## src/rtl/div_6by3_seq.sv

```systemverilog
// div_6by3_seq: iterative restoring divider, one quotient bit per clock, start/busy/done handshake.
// Optional DIV_ZERO_ERR_EN: flag divide-by-zero and finish one cycle after accept.
module div_6by3_seq #(
  parameter int DW = 6,
  parameter int VW = 3
) (
  input  logic          clk,
  input  logic          rst_n,
  input  logic          start,
  input  logic [DW-1:0] dividend,
  input  logic [VW-1:0] divisor,
  output logic          busy,
  output logic          done,
  output logic [DW-1:0] quotient,
  output logic [VW-1:0] remainder,
  output logic          div_zero
);
  localparam int CW = $clog2(DW + 1);
  typedef enum logic [1:0] {IDLE, RUN, DONE} state_t;
  state_t state, state_n;
  logic [DW-1:0] dvd, dvd_n, quotient_n;
  logic [VW-1:0] dvs, dvs_n, r, r_n, remainder_n;
  logic [VW:0] trial;
  logic [CW-1:0] cnt, cnt_n;
  logic busy_n, done_n, div_zero_n, ge, zero;
  assign trial = {r, dvd[DW-1]};
  assign ge = trial >= {1'b0, dvs};
`ifdef DIV_ZERO_ERR_EN
  assign zero = dvs == '0;
`else
  assign zero = 1'b0;
`endif
  always_comb begin
    state_n = state;
    dvd_n = dvd;
    dvs_n = dvs;
    r_n = r;
    cnt_n = cnt;
    busy_n = busy;
    done_n = 1'b0;
    div_zero_n = div_zero;
    quotient_n = quotient;
    remainder_n = remainder;
    if (state == RUN) begin
      r_n = ge ? VW'(trial - {1'b0, dvs}) : trial[VW-1:0];
      dvd_n = {dvd[DW-2:0], ge};
      cnt_n = cnt + 1'b1;
      if (zero || cnt == CW'(DW - 1)) begin
        state_n = DONE;
        busy_n = 1'b0;
        done_n = 1'b1;
        cnt_n = '0;
        div_zero_n = zero;
        quotient_n = zero ? '1 : dvd_n;
        remainder_n = zero ? dvd[VW-1:0] : r_n;
      end
    end else if (start) begin
      state_n = RUN;
      dvd_n = dividend;
      dvs_n = divisor;
      r_n = '0;
      cnt_n = '0;
      busy_n = 1'b1;
      div_zero_n = 1'b0;
    end else begin
      state_n = IDLE;
    end
  end
  always_ff @(posedge clk) begin
    if (!rst_n) begin
      state <= IDLE;
      dvd <= '0;
      dvs <= '0;
      r <= '0;
      cnt <= '0;
      busy <= 1'b0;
      done <= 1'b0;
      div_zero <= 1'b0;
      quotient <= '0;
      remainder <= '0;
    end else begin
      state <= state_n;
      dvd <= dvd_n;
      dvs <= dvs_n;
      r <= r_n;
      cnt <= cnt_n;
      busy <= busy_n;
      done <= done_n;
      div_zero <= div_zero_n;
      quotient <= quotient_n;
      remainder <= remainder_n;
    end
  end
endmodule
```

## config.mk

```make
export PLATFORM = sky130hd
export DESIGN_NAME = div_6by3_seq
export DESIGN_NICKNAME = d
export VERILOG_FILES = /design/src/rtl/div_6by3_seq.sv
export SDC_FILE = /design/constraint.sdc
export NUM_CORES = 1
export LEC_CHECK = 0
export CAP_MARGIN = 20
export CORE_MARGIN = 2
export CORE_UTILIZATION = 45
export DETAILED_ROUTE_END_ITERATION = 8
export GPL_TIMING_DRIVEN = 0
export PLACE_DENSITY = 0.85
export SLEW_MARGIN = 40
export SYNTH_ARGS = -nofsm -noshare
export SYNTH_HDL_FRONTEND = slang
export SYNTH_SLANG_ARGS = --single-unit
```

## constraint.sdc

```tcl
create_clock -name clk -period 1.4 [get_ports clk]
set_input_delay 0.42 -clock clk [delete_from_list [all_inputs] [get_ports clk]]
set_output_delay 0.42 -clock clk [all_outputs]
set_load 0.03 [all_outputs]
```

==> results.cfg, run 1 <==
[worst_setup_path]
r2r-start = dvd[5]$_SDFFE_PN0P_
start_kind = register
critPathArrivalTime_ps = 1920
reg2reg_to = remainder[0]$_SDFFE_PN0P_
crit_type = register to register
worst_path_largest_cell_delay_ps = 350
cp-end-kind = register
worst_path_max_delay_cell = dfxtp_2
r2r_cells = 8
crit_chain = inv_2 -> ha_4 -> inv_2 -> fa_2 -> nand2_2 -> and3_1 -> a221oi_2 -> a32o_1
rrSetupSlack_ps = -250
worstPathRequired_ps = 1660
crit_top_cell = inv_2
path_max_fanout = 4

[global_route]
grt_pass1_wl_um = 4660
grt_max_degree = 15
grt_pass1_vias = 1130
antenna_found_initial = 0
grt.total_usage = 0.182
grt_overflow = 0

[min_path]
min_from = quotient[4]$_SDFFE_PN0P_
hold_class = register to register
hold_end = quotient[4]$_SDFFE_PN0P_
holdPathStages = 2

[floorplan]
die_w_um = 57.0
start_util = 0.466
io_pins = 24
die_h_um = 57.0
coreArea_um2 = 2710
die_area_um2 = 3250
num_rows = 19

[final_layout]
fin_util = 0.572
final_cell_mix = nand2_1, dfxtp_1, buf_2, clkdlybuf4s50_1, nor2_1
n_antenna_cell = 0
final_cells = 196
drive_above_1_share = 0.255
fin_nets = 183
syn_to_final_growth_pct = 22.8
layout_commonest_cell = nand2_1
fin_area_um2 = 1550

[cts]
cts-buffers-inserted = 3
cts.sinks = 28
htreeDepth = 1
clock_path_buffers = 2
clkLatencyLatePin_ps = 310
path_clk_slew_ps = 140
cts_hold_buffers = 0
cts_root_buffer = clkbuf_4
cts_tree = done

[logic_synthesis]
syn_avg_cell_area_um2 = 9.09
synth.cell_area_um2 = 1260
ys_ff_latch = 28
synth_fp_nets = 155
seq_area_frac_synth = 0.444
yosysUniqueCellTypes = 35
ys.warnings.count = 0
syn-instance-count = 139

[detailed_routing]
ant_nets = 0
drt-wirelength-per-cell_um = 13.4
routed_wl_um = 2630
drt-vias-per-instance = 5.31
num_vias = 1040
drtIter0Drc = 21
drtPass1Iterations = 4
drc = 0

[sta]
fin_crit_ps = 1650
setup_viol = 8
drv_slew = 0
fin_skew_ps = 4.50
grt_setup_unrepaired = true
holdWs_ps = 459
final_hold_viol_count = 0
fmax_mhz = 606
final.setup.tns_ps = -1510
timing.final.ws_setup_ps = -251
post-route-period-util = 1.18

[run_status]
status = finished with violations
violations = negative setup slack

[placement]
placed_cell_area_um2 = 1530
port_buffers = 21
dpl.hpwl_um = 2030
place_inst = 191
place_ws_ps = -530
place_congestion = 0.792

[pwr]
p_total_mw = 1.45
power.static_leakage_nw = 0.692
p_per_area_nw_per_um2 = 936
ir_drop_uv = 717

[run]
drv_cap = 0
## routing by layer
layer / routed length, µm / vias up / track usage
met5: 0 / - / 0
met4: 19 / 0 / 0.0664
met3: 91 / 2 / 0.0340
met2: 1450 / 16 / 0.346
met1: 1070 / 490 / 0.199
li1: - / 532 / -
## cells by family (layout without fill, tap and decap cells)
| kind of cell | Yosys count | count (layout) | share of synthesized area |
|---|---|---|---|
| AO/OA/AOI/OAI | 28 | 28 | 0.175 |
| adder cells (fa/ha/maj) | 4 | 4 | 0.0455 |
| buffers and inverters | 14 | 40 | 0.0564 |
| flip-flops | 28 | 28 | 0.444 |
| multiplexers | 7 | 7 | 0.0554 |
| other | 1 | 1 | 0.00297 |
| AND/OR/NAND/NOR | 57 | 57 | 0.221 |
## registers in the layout, summed over array words and instances, names as in the netlist
signal	count
dvd	6
quotient	6
cnt	3
dvs	3
r	3
remainder	3
state	2
busy	1
done	1
## layout make-up
class | instances | area [µm²]
fill | 244 | 1160
multi-input combinational | 97 | 677
sequential | 28 | 564
timing repair buffer | 23 | 176
buffer | 10 | 57.6
tap | 31 | 38.8
clock buffer | 3 | 22.5
inverter | 4 | 15.0
## synthesized netlist by cell type (all sizes together)
cell type,instances,share of area
dfxtp,28,0.44
nand2,27,0.080
a21boi,9,0.053
nor2,8,0.024
buf,7,0.036
mux2i,7,0.055
nand3,7,0.028
o211a,6,0.048
inv,4,0.012
o21ai,4,0.016
a21oi,3,0.012
and3,3,0.015
clkbuf,3,0.0089
ha,3,0.030
nor2b,3,0.015
a221oi,1,0.012
a31o,1,0.0069
a32o,1,0.0079
a32oi,1,0.0069
and2,1,0.0050
and2b,1,0.0069
and3b,1,0.0079
conb,1,0.0030
fa,1,0.016
nand2b,1,0.0050
nand4b,1,0.0069
nor3,1,0.0040
nor3b,1,0.0099
nor4b,1,0.0069
o211ai,1,0.0059
o41ai,1,0.0069
or3b,1,0.0069
## critical path: cells and delay by family, from the launching register on
family	cells	cell delay, ps
simple gates	2	310
buf+inv	2	100
fa+ha+maj	2	380
flops	1	350
compound gates	2	480
## how the worst max path moves through the flow
stage                                           end                 from  slack (ps)  cells past startpoint
final                     remainder[0]$_SDFFE_PN0P_  dvd[5]$_SDFFE_PN0P_        -250                      8
after global placement    remainder[1]$_SDFFE_PN0P_                rst_n        -460                      5
after CTS                 remainder[0]$_SDFFE_PN0P_  dvd[5]$_SDFFE_PN0P_        -240                      8
after detailed placement  remainder[1]$_SDFFE_PN0P_                rst_n        -530                      5
after floorplan           remainder[0]$_SDFFE_PN0P_  dvd[5]$_SDFFE_PN0P_        -100                      8
after global routing      remainder[0]$_SDFFE_PN0P_  dvd[5]$_SDFFE_PN0P_        -370                      8
## what timing repair did
action | 4_1_cts | 5_1_grt
pin swaps | 2 | 0
setup endpoints to repair | 25 | 12
resized for setup | 48 | 15
buffers inserted | 2 | 0
## power by group
part / total, mW / switching (mW) / internal [mW]
Combinational: 0.280 / 0.146 / 0.134
Clock: 0.315 / 0.215 / 0.100
Sequential: 0.856 / 0.0247 / 0.832
No activity file was read; power rests on OpenSTA's default activity.
==> inputs of run 2 (changes only) <==
--- a/config.mk
+++ b/config.mk
@@ -10,7 +10,7 @@
 export CORE_UTILIZATION = 45
 export DETAILED_ROUTE_END_ITERATION = 8
 export GPL_TIMING_DRIVEN = 0
-export PLACE_DENSITY = 0.85
+export PLACE_DENSITY = 0.69
 export SLEW_MARGIN = 40
 export SYNTH_ARGS = -nofsm -noshare
 export SYNTH_HDL_FRONTEND = slang
==> constraint.sdc (replaced) <==
create_clock -name clk -period 1.4 [get_ports clk]
set_input_delay 0.21 -clock clk [delete_from_list [all_inputs] [get_ports clk]]
set_output_delay 0.21 -clock clk [all_outputs]
set_load 0.03 [all_outputs]
==> run 2 against run 1 <==
Effect of this change:
- the run still ends with negative setup slack left
- sequential power about the same
- core utilization grew 3.1 points
- clock-buffer cell count unchanged
- hold slack got worse by 55 ps
- flip-flop and latch count unchanged
- maximum frequency is 0.67% higher
- critical path depth decreased by 1
- die area unchanged
- final area up 5.4%
- setup slack better by 11 ps
- first-iteration DRC count grew 43%
- global-route usage is 0.065 points lower
==> results.cfg, run 2 (synthesized netlist as in run 1, its figures left out) <==
[detailed_routing]
drc = 0
drtIter0Drc = 30
drt-wirelength-per-cell_um = 14.0
num_vias = 1057
drtPass1Iterations = 4
drt-vias-per-instance = 5.37
ant_nets = 0
routed_wl_um = 2760

[sta]
post-route-period-util = 1.17
drv_slew = 0
fin_skew_ps = 5.57
timing.final.ws_setup_ps = -240
holdWs_ps = 404
fin_crit_ps = 1640
setup_viol = 8
grt_setup_unrepaired = true
fmax_mhz = 610
final_hold_viol_count = 0

[cts]
clock_path_buffers = 2
cts_root_buffer = clkbuf_4
cts-buffers-inserted = 3
htreeDepth = 1
clkLatencyLatePin_ps = 320
cts_hold_buffers = 0
cts.sinks = 28
cts_tree = done
path_clk_slew_ps = 140

[global_route]
grt_max_degree = 15
grt.total_usage = 0.182
grt_pass1_vias = 968
grt_overflow = 0
grt_pass1_wl_um = 4600
antenna_found_initial = 0

[final_layout]
reg.largest.list = dvd (6), quotient (6)
drive_above_1_share = 0.205
layout_commonest_cell = dfxtp_1
n_antenna_cell = 0
final_cell_mix = dfxtp_1, nand2_1, dlygate4sd2_1, clkdlybuf4s50_1, buf_4
final_cells = 197
syn_to_final_growth_pct = 29.4
fin_nets = 184

[min_path]
hold_class = input port to register

[run_status]
status = finished with violations
violations = negative setup slack

[placement]
dpl.hpwl_um = 1890
place_inst = 191
place_congestion = 0.764
port_buffers = 21

[pwr]
p_per_area_nw_per_um2 = 913
ir_drop_uv = 666
power.static_leakage_nw = 0.736

[floorplan]
die_h_um = 57.0
num_rows = 19
die_area_um2 = 3250
start_util = 0.466
io_pins = 24
die_w_um = 57.0
coreArea_um2 = 2710

[worst_setup_path]
worstPathRequired_ps = 1630
worst_path_max_delay_cell = dfxtp_1
r2r-start = dvs[0]$_SDFFE_PN0P_
critPathArrivalTime_ps = 1870
crit_type = register to register
cp-end-kind = register
cp_num_buf_inv = 1
cp_num_cells = 7
rrSetupSlack_ps = -240
reg2reg_to = r[1]$_SDFFE_PN0P_
crit_path_start = dvs[0]$_SDFFE_PN0P_
r2r_cells = 7
start_kind = register
worst_path_largest_cell_delay_ps = 400
endpoint = r[1]$_SDFFE_PN0P_
crit_chain = ha_4 -> inv_2 -> fa_2 -> nand2_4 -> nand3_4 -> mux2i_2 -> o21ai_0
crit_family = adder cells
path_max_fanout = 4

[run]
drv_cap = 0
[run 2: cell count changes in the layout (fill, tap and decap cells not counted), moves of 2 or more]
cell / before / now
dlygate4sd2_1: 0 / 11
nor2_4: 0 / 2
dfxtp_2: 3 / 0
nor2_1: 7 / 5
buf_2: 13 / 3
dfxtp_1: 25 / 28
[run 2: through the flow]
stage | power, mW | instance area (µm²) | TNS, ps | setup WS [ps] | utilization
6_report | 1.49 | 1640 | -1360 | -240 | 0.603
2_1_floorplan | 1.04 | 1280 | -416 | -103 | -
3_5_place_dp | 1.12 | 1530 | -3690 | -339 | 0.565
4_1_cts | 1.48 | 1610 | -1240 | -242 | 0.592
5_1_grt | 1.57 | 1640 | -2020 | -330 | 0.603
3_3_place_gp | 1.11 | 1530 | -3140 | -309 | 0.565
[run 2: routing by layer]
metal,track usage,part of all wire
met3,0.0317,0.035
met1,0.245,0.46
met5,0,0
met2,0.289,0.49
met4,0.0764,0.016
[run 2: where the power goes]
part	leakage (nW)	switching (mW)	internal [mW]
clock	0.0138	0.227	0.101
sequential	0.229	0.0264	0.831
combinational	0.493	0.161	0.148
[run 2: area by class of cell]
type	count	area, µm²
Buffer	10	57.6
Clock buffer	3	22.5
Fill cell	255	1070
Inverter	4	15.0
Multi-Input combinational cell	97	722
Sequential cell	28	561
Tap cell	31	38.8
Timing Repair Buffer	24	219
[run 2: repair_timing]
action                                  CTS  global route
endpoints found under the setup margin   19             9
pin swaps                                 0             2
buffers inserted                          2             1
gates resized for setup                  20             7
[run 2: worst register-to-register path, cell delays in order (launching register included)]
cell	delay, ps
dfxtp_1	400
ha_4	140
inv_2	30
fa_2	380
nand2_4	110
nand3_4	130
mux2i_2	260
o21ai_0	110
[run 2: how the worst min path moves through the flow]
stage	start	endpoint	slack [ps]	depth (start not counted)
after floorplan	divisor[2]	dvs[2]$_SDFFE_PN0P_	370	2
after detailed placement	quotient[4]$_SDFFE_PN0P_	quotient[4]$_SDFFE_PN0P_	450	2
after CTS	start	state[0]$_SDFFE_PN0P_	400	3
after global routing	start	dvd[1]$_SDFFE_PN0P_	440	4
final	start	state[0]$_SDFFE_PN0P_	400	3
after global placement	quotient[4]$_SDFFE_PN0P_	quotient[4]$_SDFFE_PN0P_	440	2
==> inputs of run 3 (changes only) <==
--- a/config.mk
+++ b/config.mk
@@ -8,6 +8,7 @@
 export CAP_MARGIN = 20
 export CORE_MARGIN = 2
 export CORE_UTILIZATION = 45
+export CTS_CLUSTER_DIAMETER = 150
 export DETAILED_ROUTE_END_ITERATION = 8
 export GPL_TIMING_DRIVEN = 0
 export PLACE_DENSITY = 0.69
==> results of run 3 <==
Same layout as run 2: the final DEF is identical, and so are final timing and power.
==> RTL change 1 (flow settings as in run 3) <==
Register the inputs `start`, `dividend` and `divisor` before use, cleared by the reset. The logic sees them one clock later.
--- a/src/rtl/div_6by3_seq.sv
+++ b/src/rtl/div_6by3_seq.sv
@@ -17,6 +17,23 @@
 );
   localparam int CW = $clog2(DW + 1);
   typedef enum logic [1:0] {IDLE, RUN, DONE} state_t;
+
+  logic start_q;
+  logic [DW-1:0] dividend_q;
+  logic [VW-1:0] divisor_q;
+
+  always_ff @(posedge clk) begin
+    if (!rst_n) begin
+      start_q    <= '0;
+      dividend_q <= '0;
+      divisor_q  <= '0;
+    end else begin
+      start_q    <= start;
+      dividend_q <= dividend;
+      divisor_q  <= divisor;
+    end
+  end
+
   state_t state, state_n;
   logic [DW-1:0] dvd, dvd_n, quotient_n;
   logic [VW-1:0] dvs, dvs_n, r, r_n, remainder_n;
@@ -54,10 +71,10 @@
         quotient_n = zero ? '1 : dvd_n;
         remainder_n = zero ? dvd[VW-1:0] : r_n;
       end
-    end else if (start) begin
+    end else if (start_q) begin
       state_n = RUN;
-      dvd_n = dividend;
-      dvs_n = divisor;
+      dvd_n = dividend_q;
+      dvs_n = divisor_q;
       r_n = '0;
       cnt_n = '0;
       busy_n = 1'b1;
Formal check against the unedited RTL: not equivalent (a bounded check fails within 4 cycles, from zero or initial values and one cycle with rst_n low).
==> RTL change 1 against run 3 <==
- the run still ends with setup timing left
- utilization grew 0.44 points
- largest power group unchanged
- total power up 57%
- critical endpoint is now r[2]
- count of clock-buffer cells in the layout increased by 3
- die area rose by 14%
- sequential cell count is 10 higher
- critical path type unchanged
- worst setup slack worse by 0.26 ns
- final area up 13%
- routed wire length up 2.6%
- synthesized area is 15% higher
- sequential power up 34%
- combinational power down 27%
- global-route usage decreased by 0.28 points
- largest cell class is now registers
==> RTL change 1: results (changes against run 3) <==
Run status
  • Status: finished, violations left
  • Failing checks: setup timing

Power
  • Switch share: 0.214 (-0.0635)
  • Static Leakage: 0.843 nW (+15%)
  • VDD IR max: 0.814 mV (+22%)

Placement
  • Worst slack, placed: -0.582 ns (-0.243 ns)
  • IO Port Bufs: 21 (unchanged)
  • Gpl congestion: 0.868 (+14%)
  • Placed Area: 1740 um2 (+13%)
  • Placed instance count: 204 (+6.8%)
  • DP Wirelength: 1930 um (+2.5%)

Clock tree
  • CTS buffer count: 5 (+2)
  • Longest Clk Path Bufs: 2 (unchanged)
  • Worst-Skew Late Latency: 0.34 ns (+0.02 ns)
  • Clock root buffer master: clkbuf_4
  • Clock-pin slew on the worst setup and hold paths: 0.12 ns (-0.02 ns)
  • H-tree level count: 2 (+1)

Synthesis
  • Commonest cells in the netlist: dfxtp_1 (38), and2_1 (12), nand2_1 (11)
  • Synth Instances: 139 (unchanged)
  • Mapped Nets: 155 (unchanged)
  • Synth area leaders: dfxtp_1 (52%), mux2i_1 (5.5%), and2_1 (5.2%), a22o_1 (4.2%), o211a_1 (4.1%)
  • Sequential area share after synthesis: 0.523 (+0.0797)
  • Yosys warns: 0 (unchanged)
  • Synth cell types: 34 (-2.9%)
  • Async S/R FF share, synth: 0 (unchanged)

Timing
  • Setup ws final: -0.500 ns (-0.259 ns)
  • Final setup vio count: 8 (unchanged)
  • Clk_skew: 0.00438 ns (-0.00119 ns)

Global routing
  • Gr usage total: 0.179 (-0.00280)
  • Pin count of the biggest net entering global routing: 16 (+1)
  • Antenna violations before repair: 0 (unchanged)
  • First-pass GRT wire length: 4750 um (+3.5%)

Layout
  • ANT cells: 0 (unchanged)
  • Largest registers: dividend_q: 6 flops, dvd: 6 flops, quotient: 6 flops
  • Layout cells sized above 1: 0.154 (-0.0510)
  • Final Net Count: 184 (unchanged)

Critical path
  • CP Data Arrival Time: 2.15 ns (+0.28 ns)
  • Crit-path max FO: 4 (unchanged)

Detailed routing
  • Violation count after the first detailed-routing iteration: 26 (-13%)
  • Routed wire per std cell: 13.3 um (-5.1%)
  • Vias per inst: 5.04 (-6.0%)
  • TritonRoute pass-1 iters: 4 (unchanged)
  • Routed vias: 1074 (+1.6%)

Hold path
  • Worst hold-check path type: primary input to flip-flop
-- RTL change 1: cell types whose count changed after synthesis, moves of 5 or more --
cell / delta
dfxtp_1: +10
nand2_1: -16
and2_1: +11
a22o_1: +7
a21boi_1: -5
-- RTL change 1: what timing repair did --
| item | CTS | global route |
|---|---|---|
| setup endpoints to repair | 31 | 17 |
| pin swaps | 2 | 0 |
| setup buffers | 2 | 0 |
| gates resized for setup | 14 | 3 |
-- RTL change 1: cell type report --
cell class / count / area (um2)
fillers: 281 / 1200
repair buffers: 23 / 211
multi-input cells: 86 / 638
plain buffers: 8 / 51.3
clock buffers: 6 / 51.3
inverters: 6 / 26.3
well taps: 44 / 55.1
clock inverters: 2 / 60.1
flip-flops and latches: 38 / 762
-- RTL change 1: metal layers --
| metal | vias to the layer above | share of wire | track usage |
|---|---|---|---|
| met5 | - | 0 | 0 |
| met4 | 0 | 0.021 | 0.0932 |
| met3 | 7 | 0.041 | 0.0576 |
| met2 | 26 | 0.46 | 0.281 |
| met1 | 508 | 0.48 | 0.219 |
| li1 | 533 | - | - |
-- RTL change 1: power by group through the flow --
stage	Combinational [mW]	Clock (mW)	Sequential, mW
after floorplan	0.150	0	1.17
after global placement	0.210	0	1.17
after detailed placement	0.218	0	1.17
after CTS	0.225	0.979	1.15
after global routing	0.250	1.03	1.16
final	0.225	0.972	1.15
-- RTL change 1: path summary, 6_finish.rpt --
check | start | endpoint | slack (ns) | cells past startpoint
worst max register to register | dvd[5] | r[2] | -0.50 | 8
worst max-delay path | dvd[5] | r[2] | -0.50 | 8
worst min register to register | divisor_q[0] | dvs[0] | 0.47 | 2
worst min-delay path | rst_n | dvs[0] | 0.17 | 2
-- RTL change 1: kinds of logic after synthesis --
group	share of synthesized area
buf+inv	0.0499
mux	0.0551
flops	0.523
fa+ha+maj	0.0396
other cells	0.00258
compound gates	0.170
simple gates	0.159
-- RTL change 1: critical path, stage by stage, from the launching register on --
cell	delay, ns
dfxtp_1	0.32
inv_2	0.07
ha_4	0.13
inv_2	0.03
fa_2	0.33
and2_4	0.15
a311o_2	0.36
o21a_1	0.20
a32o_1	0.21
-- RTL change 1: through the flow --
stage | setup TNS [ns] | hold slack, ns | util
2_1_floorplan | -3.02 | 0.337 | -
3_3_place_gp | -3.81 | 0.445 | 0.569
3_5_place_dp | -4.53 | 0.454 | 0.569
4_1_cts | -3.53 | 0.158 | 0.606
5_1_grt | -4.25 | 0.157 | 0.608
6_report | -3.54 | 0.166 | 0.608
==> RTL change 2 (flow settings as in run 3) <==
Without the edit above. Change the parameter `DW` from 6 to 12.
--- a/src/rtl/div_6by3_seq.sv
+++ b/src/rtl/div_6by3_seq.sv
@@ -1,7 +1,7 @@
 // div_6by3_seq: iterative restoring divider, one quotient bit per clock, start/busy/done handshake.
 // Optional DIV_ZERO_ERR_EN: flag divide-by-zero and finish one cycle after accept.
 module div_6by3_seq #(
-  parameter int DW = 6,
+  parameter int DW = 12,
   parameter int VW = 3
 ) (
   input  logic          clk,
Ports: changed (resized dividend and quotient); port bits go from 24 to 36. The function was not compared with the original's and may differ.
==> RTL change 2 against run 3 <==
- final area rose by 46%
- sequential share of layout area rose by 0.61 points
- the run still ends with setup timing left
- total power rose by 60%
- routed wire length rose by 53%
- largest cell class unchanged
- synthesized area rose by 37%
- worst setup slack got worse by 0.048 ns
- die area rose by 34%
- synthesized cell count rose by 21%
- sequential cell count rose by 13
==> RTL change 2: results (changes against run 3) <==
Synthesis
  • Synth cell types: 32 (-8.6%)
  • Commonest cells in the netlist: dfxtp_1 (41), nand2_1 (19), a22o_1 (14), mux2i_1 (14), o211a_1 (12)
  • Mapped Nets: 191 (+23%)

Critical path
  • Reg2Reg Depth: 8 (+1)
  • CP max stage delay: 0.34 ns (-0.06 ns)
  • RR Endpoint: r[2]
  • CP max stage cell: fa_2
  • Crit-path max FO: 5 (+1)

Clock tree
  • CTS buffer count: 5 (+2)
  • Clock root buffer master: clkbuf_8
  • H-tree level count: 2 (+1)
  • Clock-pin slew on the worst setup and hold paths: 0.08 ns (-0.06 ns)
  • Worst-Skew Late Latency: 0.29 ns (-0.03 ns)

Placement
  • DP Wirelength: 2830 um (+50%)
  • Placed Area: 2160 um2 (+41%)
  • Gpl congestion: 0.751 (-1.7%)
  • IO Port Bufs: 32 (+52%)

Detailed routing
  • Routed vias: 1429 (+35%)
  • Violation count after the first detailed-routing iteration: 88 (+190%)
  • Post-Route WL: 4230 um (+53%)

Run status
  • Failing checks: setup timing
  • Status: finished, violations left

Power
  • VDD IR max: 0.601 mV (-9.8%)
  • Static Leakage: 1.14 nW (+55%)

Timing
  • Clk_skew: 0.00508 ns (-0.000492 ns)
  • Hold Worst Slack: 0.316 ns (-0.0888 ns)
  • Final setup vio count: 8 (unchanged)
  • Setup ws final: -0.289 ns (-0.0483 ns)

Hold path
  • Hold_sp: rst_n
  • Hold endpoint: r[1]

Global routing
  • First-pass GRT wire length: 6720 um (+46%)
  • Gr usage total: 0.206 (+0.0239)
  • Pin count of the biggest net entering global routing: 13 (-2)

Layout
  • Layout cells sized above 1: 0.229 (+0.0245)
  • Largest registers: dvd: 12 flops, quotient: 12 flops, cnt: 4 flops
-- RTL change 2: cell types whose count changed in the layout (fill, tap and decap cells not counted), moves of 5 or more --
cell / run 3 / this run
clkbuf_8: 0 / 5
nand2_1: 26 / 18
mux2i_1: 6 / 13
dfxtp_1: 28 / 36
o211a_1: 6 / 12
a22o_1: 0 / 14
dlygate4sd2_1: 11 / 17
buf_4: 7 / 12
a21boi_1: 5 / 0
clkdlybuf4s50_1: 10 / 15
-- RTL change 2: logic make-up (layout without fill, tap and decap cells) --
kind of cell,Yosys count,after routing,share of synthesized area
AND/OR/NAND/NOR,46,46,0.136
AO/OA/AOI/OAI,43,43,0.209
flip-flops,41,41,0.473
buffers and inverters,18,68,0.0584
multiplexers,14,14,0.0808
adder cells (fa/ha/maj),5,5,0.0404
other,1,1,0.00216
-- RTL change 2: repair_timing --
item / 4_1_cts / 5_1_grt
pin swaps: 3 / 0
endpoints found under the setup margin: 45 / 18
hold buffers: 0 / 0
gates resized for setup: 30 / 11
cloned: 1 / 0
endpoints found under the hold margin: 0 / 0
buffers inserted: 10 / 2
-- RTL change 2: cell type report --
class	count	area (um2)
sequential	41	835
clock buffer	6	72.6
timing repair buffer	45	424
fill	330	1300
tap	48	60.1
inverter	4	15.0
clock inverter	2	10.0
buffer	11	71.3
multi-input combinational	109	905
-- RTL change 2: per-layer routing --
layer  vias to the layer above  global-route usage  routed length [um]
met5                         -                   0                   0
met4                         0              0.0383                  19
met3                         2              0.0579                 168
li1                        692                   -                   -
met2                        30               0.380                2180
met1                       705               0.235                1860
-- RTL change 2: how the worst max path moves through the flow --
stage | cells after the start | end | slack [ns]
2_1_floorplan | 8 | r[2] | -0.23
3_3_place_gp | 8 | r[2] | -0.29
3_5_place_dp | 7 | r[2] | -0.31
4_1_cts | 8 | r[2] | -0.26
5_1_grt | 8 | r[2] | -0.34
6_report | 8 | r[2] | -0.29
-- RTL change 2: power breakdown --
part / switching (mW) / internal [mW]
sequential: 0.0401 / 1.21
combinational: 0.192 / 0.219
clock: 0.390 / 0.345
total: 0.621 / 1.77
-- RTL change 2: through the flow --
stage	total power [mW]	setup WS, ns	TNS [ns]	utilization	std cells
after floorplan	1.50	-0.226	-0.726	-	168
after global placement	1.59	-0.287	-2.01	0.585	248
after detailed placement	1.60	-0.311	-2.94	0.585	248
after CTS	2.37	-0.259	-1.62	0.635	265
after global routing	2.50	-0.343	-2.47	0.649	266
final	2.40	-0.289	-1.95	0.649	266
-- RTL change 2: worst max-delay path: cells and delay by family (launching register included) --
family / cells / cell delay (ns)
compound gates: 2 / 0.49
fa+ha+maj: 2 / 0.47
flops: 1 / 0.31
simple gates: 2 / 0.21
buf+inv: 2 / 0.10
